[src/rtl/register_file_pkg.sv]
// Shared sizing constants for the 32 x 32-bit architectural register file.
package register_file_pkg;
  localparam int DATA_WIDTH = 32;
  localparam int ADDR_WIDTH = 5;
  localparam int NUM_REGS   = 32;
  localparam int ZERO_REG   = 0;
endpackage

[src/rtl/register32.sv]
// 32-bit storage register with load enable and asynchronous active-low clear.
module register32
  import register_file_pkg::*;
(
  input  logic                    clk,
  input  logic                    reset,
  input  logic                    writeEnable,
  input  logic [0:DATA_WIDTH-1]   d,
  output logic [0:DATA_WIDTH-1]   q
);

  always_ff @(posedge clk or negedge reset) begin
    if (!reset) begin
      q <= '0;
    end else if (writeEnable) begin
      q <= d;
    end
  end

endmodule

[src/rtl/register_file.sv]
// Two-read, one-write register file; r0 is hard-wired to zero and reads are
// purely combinational from storage (no write-to-read bypass).
module register_file
  import register_file_pkg::*;
(
  input  logic                    clk,
  input  logic                    reset,
  input  logic                    writeEnable,
  input  logic [0:ADDR_WIDTH-1]   writeReg,
  input  logic [0:DATA_WIDTH-1]   writeData,
  input  logic [0:ADDR_WIDTH-1]   readRegA,
  input  logic [0:ADDR_WIDTH-1]   readRegB,
  output logic [0:DATA_WIDTH-1]   readDataA,
  output logic [0:DATA_WIDTH-1]   readDataB
);

  logic [1:NUM_REGS-1]   regWe;
  logic [0:DATA_WIDTH-1] regQ [NUM_REGS];

  // One-hot 5-to-32 decode; slot 0 has no storage, so it gets no enable.
  always_comb begin
    regWe = '0;
    for (int i = 1; i < NUM_REGS; i++) begin
      regWe[i] = writeEnable && (writeReg == ADDR_WIDTH'(i));
    end
  end

  assign regQ[ZERO_REG] = '0;

  for (genvar g = 1; g < NUM_REGS; g++) begin : gRegs
    register32 uReg (
      .clk         (clk),
      .reset       (reset),
      .writeEnable (regWe[g]),
      .d           (writeData),
      .q           (regQ[g])
    );
  end

  assign readDataA = regQ[readRegA];
  assign readDataB = regQ[readRegB];

endmodule

[config.mk]
export PLATFORM = sky130hd
export DESIGN_NAME = register_file
export DESIGN_NICKNAME = d
export VERILOG_FILES = /design/src/rtl/register_file_pkg.sv /design/src/rtl/register32.sv /design/src/rtl/register_file.sv
export SDC_FILE = /design/constraint.sdc
export NUM_CORES = 2
export LEC_CHECK = 0
export BUFFER_PORTS_ARGS = -buffer_cell sky130_fd_sc_hd__buf_2
export CAP_MARGIN = 5
export CELL_PAD_IN_SITES_DETAIL_PLACEMENT = 0
export CELL_PAD_IN_SITES_GLOBAL_PLACEMENT = 1
export CORE_MARGIN = 2
export CORE_UTILIZATION = 40
export DETAILED_ROUTE_END_ITERATION = 8
export PLACE_DENSITY = 0.61
export REMOVE_ABC_BUFFERS = 1
export SYNTH_ARGS = -nofsm -noshare
export SYNTH_HDL_FRONTEND = slang
export SYNTH_SLANG_ARGS = --single-unit
[constraint.sdc]
create_clock -name clk -period 2.3 [get_ports clk]
set_input_delay 0.46 -clock clk [delete_from_list [all_inputs] [get_ports clk]]
set_output_delay 0.46 -clock clk [all_outputs]
set_load 0.02 [all_outputs]
==> metrics list <==
* Worst hold slack: around 190 ps
- In this run the worst hold path is classified as input pin to asynchronous set/reset pin.
- A synthesized cell averages between 10 and 15 sq um.
- Violated checks: negative setup slack
* First DRT Iteration DRCs: 2,690
- CP Class: flip-flop to primary output
* Worst-Skew Late Latency: 740 ps
* Floorplan row count: 133
* Number of flip-flops under the largest register name: around 990
- Pins over their slew limit: 0
- The number of antenna violations at the first check in global routing was 7.
* Switching portion of total power: 0.2799
- Cell at the root of the clock tree: clkbuf_16
- Internal power comes to around 40,000 uW.
* Setup repair after global routing missed its margin: yes
* Predominant post-synthesis flop cell: dfrtp_1
- Clock tree from TritonCTS: done
* Met1 usage in global routing: 0.3620
* Number of hold violations in the final report: 0
- Skew final: 0 ps
- The worst path in the final design needs a cycle of about 2900 ps, including I/O delays and setup.
- Worst ir drop on vdd: 601.4 uV
* Cell area after synthesis: 53,250 sq um
* Final Setup Violations: 64
- Measured against its own limit, the worst slew margin works out to 0.5366.
- The share of total power dissipated in the clock network is 0.339.
- After detailed routing, the average wire length per cell comes to about 32 um.
- Cells taking the most area after synthesis: dfrtp_1 (47%), mux2_2 (20%), mux4_2 (16%)
- After global routing the overflow that remains totals 0.
- Largest regs: gRegs.uReg.q x992
* Number of buffers created by CTS: between 100 and 150
- During synthesis, Yosys emitted a total of 0 warnings.
- Crit path setup slack, layout: -559.7 ps
* Total clock sinks: around 990
* Die Wd: between 300 and 400 um
- Clock transition at the registers of the reported paths: around 60 ps
* Layout Cell Area excl Fill: 65,100 sq um
- Met3 Resource Use GR: 0.04098
* Post-synthesis sequential area ratio: 0.4662
- Core Region: about 130,000 sq um
* Number of synthesized register bits: between 900 and 1,000
- Summed over all nets, the half-perimeter wirelength after detailed placement is approximately 120,000 um.
- Number of global-route vias before repair: just under 40,000
- After detailed routing, the number of remaining DRC violations is 0.
- Area Overhead vs Synth: 22.25%
- Worst-case clock buffer depth: 3
- The library cell used most frequently in the layout, excluding fill and tap cells, is dfrtp_1.
- Summed over all nets, the switching power comes to 15,170 uW.
* Most used cells in the layout excluding fill and tap cells: dfrtp_1 (992), mux2_2 (963), mux4_2 (384)
- The tool flagged a number of max-cap violations equal to 0.
- For this configuration, the core starts out at a cell density of 0.4040.
- Library cell occupying the most area in the post-synthesis netlist: dfrtp_1
- The worst setup path is captured at a primary output.
- Peak-usage layer in the global routing report: met2
- More flip-flops sit in one register than any other, and that register is gRegs.uReg.q.
- Routed Antenna Nets: 0
* Die Area: ~140,000 sq um
- Pin placement for this block handled between 100 and 150 I/O pins.
* Worst-case setup slack after placement: -768.7 ps
- Final Total Pwr: about 54,000 uW
- Counting flops with a built-in enable in the synthesized netlist gives 0.
- The run finished, with violations left.
* Final cycle utilization of the critical path: 1.243
- Counting flops with an async set or reset pin after synthesis yields a share of 1.000.
- Required time at the endpoint of the critical path: 1840 ps
- Critical Path Source Type: flip-flop
- Fmax: around 350 MHz
- Instance area at placement: between 50,000 and 60,000 sq um
* Data arrival time of the worst path: ~2400 ps
- Final routed wirelength across all metal layers: 185,700 um
* Wire length of the first global-routing pass: ~270,000 um
- Routability-driven placement congestion ratio: ~0.84
- Number of different library cells in the post-synthesis netlist: 30
* Total number of vias: about 36,000
- Power per cell area: about 830 nW/um^2
- After routing, the total negative slack on setup checks comes to -30,770 ps.
- Die height: 368.9 um
- Number of input and output port buffers inserted: between 100 and 150
- Fraction of layout cells with a size suffix above 1: 0.5777
- Number of detailed-routing iterations run before antenna repair: 5
- Of all nets on the critical path, the largest fanout is 3.
* Seq pwr share: 0.431
- Post-synth top area share: 0.4662
- Total Nets Final: 3,951
- Across every metal layer, demand over resource in global routing totals 0.2736.
- In this run the static leakage power is 0.02841 uW.
* Combinational fraction of design power: 0.230
- In this run the number of H-tree levels came out at 3.
* Instance count of the mapped netlist: around 3,600
* Mean number of vias per cell: about 6.2
* Actual transition at the worst max-transition pin: 695.0 ps
- GR Layer Usage met2: 0.4522
- Entering global routing, the biggest net connects 95 pins.
-- worst paths after layout --
kind | start | endpoint | slack [ps] | cells after the start
worst max-delay path | gRegs[31].uReg.q[30] | readDataA[30] | -560 | 6
worst min-delay path | reset | gRegs[25].uReg.q[18] | 190 | 2
worst max register to register | gRegs[31].uReg.q[26] | gRegs[31].uReg.q[26] | 1290 | 3
worst min register to register | gRegs[21].uReg.q[1] | gRegs[21].uReg.q[1] | 510 | 1
max in group asynchronous | reset | gRegs[10].uReg.q[11] | 1070 | 4
min in group clk | writeData[5] | gRegs[20].uReg.q[5] | 330 | 2
-- what timing repair did --
| action | CTS | global route |
|---|---|---|
| endpoints found under the setup margin | 64 | 64 |
| buffers inserted | 12 | 15 |
| cloned | 1 | 3 |
| endpoints found under the hold margin | 123 | 0 |
| pin swaps | 128 | 57 |
| resized for setup | 204 | 62 |
| hold buffers | 1 | 0 |
-- routing by layer --
metal	up-vias	share of wire	wire, um
li1	14630	-	-
met1	19360	0.42	77380
met2	1192	0.48	89900
met3	378	0.058	10700
met4	4	0.042	7738
met5	-	0.00011	21
-- through the flow --
| step | std cells | utilization |
|---|---|---|
| floorplan | 3199 | - |
| global placement | 5525 | 0.4546 |
| detailed placement | 5525 | 0.4546 |
| CTS | 5725 | 0.4899 |
| global route | 5743 | 0.4939 |
| finish | 5746 | 0.4939 |
-- cell usage after synthesis (64+ instances only) --
cell type and instances:
dfrtp_1 992, mux2_2 967, mux4_2 384, clkbuf_1 216, a22o_1 192, mux2i_1 192
buf_2 141, mux2_1 89, and2_1 66, a211oi_1 64, o21ai_1 64, o22ai_1 64
o31ai_1 64
-- final cells by class --
| cell class | instances | area [sq um] |
|---|---|---|
| multi-input cells | 2205 | 27650 |
| well taps | 1755 | 2196 |
| clock inverters | 31 | 370.4 |
| clock buffers | 171 | 3378 |
| flip-flops and latches | 992 | 24820 |
| inverters | 2 | 7.507 |
| fillers | 11180 | 66700 |
| repair buffers | 587 | 6661 |
| diodes | 3 | 7.507 |
-- critical path: stages, from the launching register on --
cell	delay, ps
dfrtp_1	390
mux4_2	490
a22o_1	220
o21ai_1	170
buf_4	160
o31ai_4	70
buf_6	140
-- logic make-up (layout without fill, tap and decap cells) --
group,Yosys count,in the layout,share of synthesized area
AOI/OAI and AO/OA,448,448,0.06316
DFF,992,992,0.4662
buffers and inverters,408,791,0.03527
and+or+nand+nor,125,125,0.01358
other,0,3,0
muxes,1632,1632,0.4218
-- power groups by stage --
stage	sequential (uW)	clock (uW)	combinational (uW)
after floorplan	22700	0	7740
after global placement	23200	0	11500
after detailed placement	23600	0	11800
after CTS	23300	18700	12300
after global routing	23800	19500	13300
final	23400	18300	12500
No activity file was read; power rests on OpenSTA's default activity.
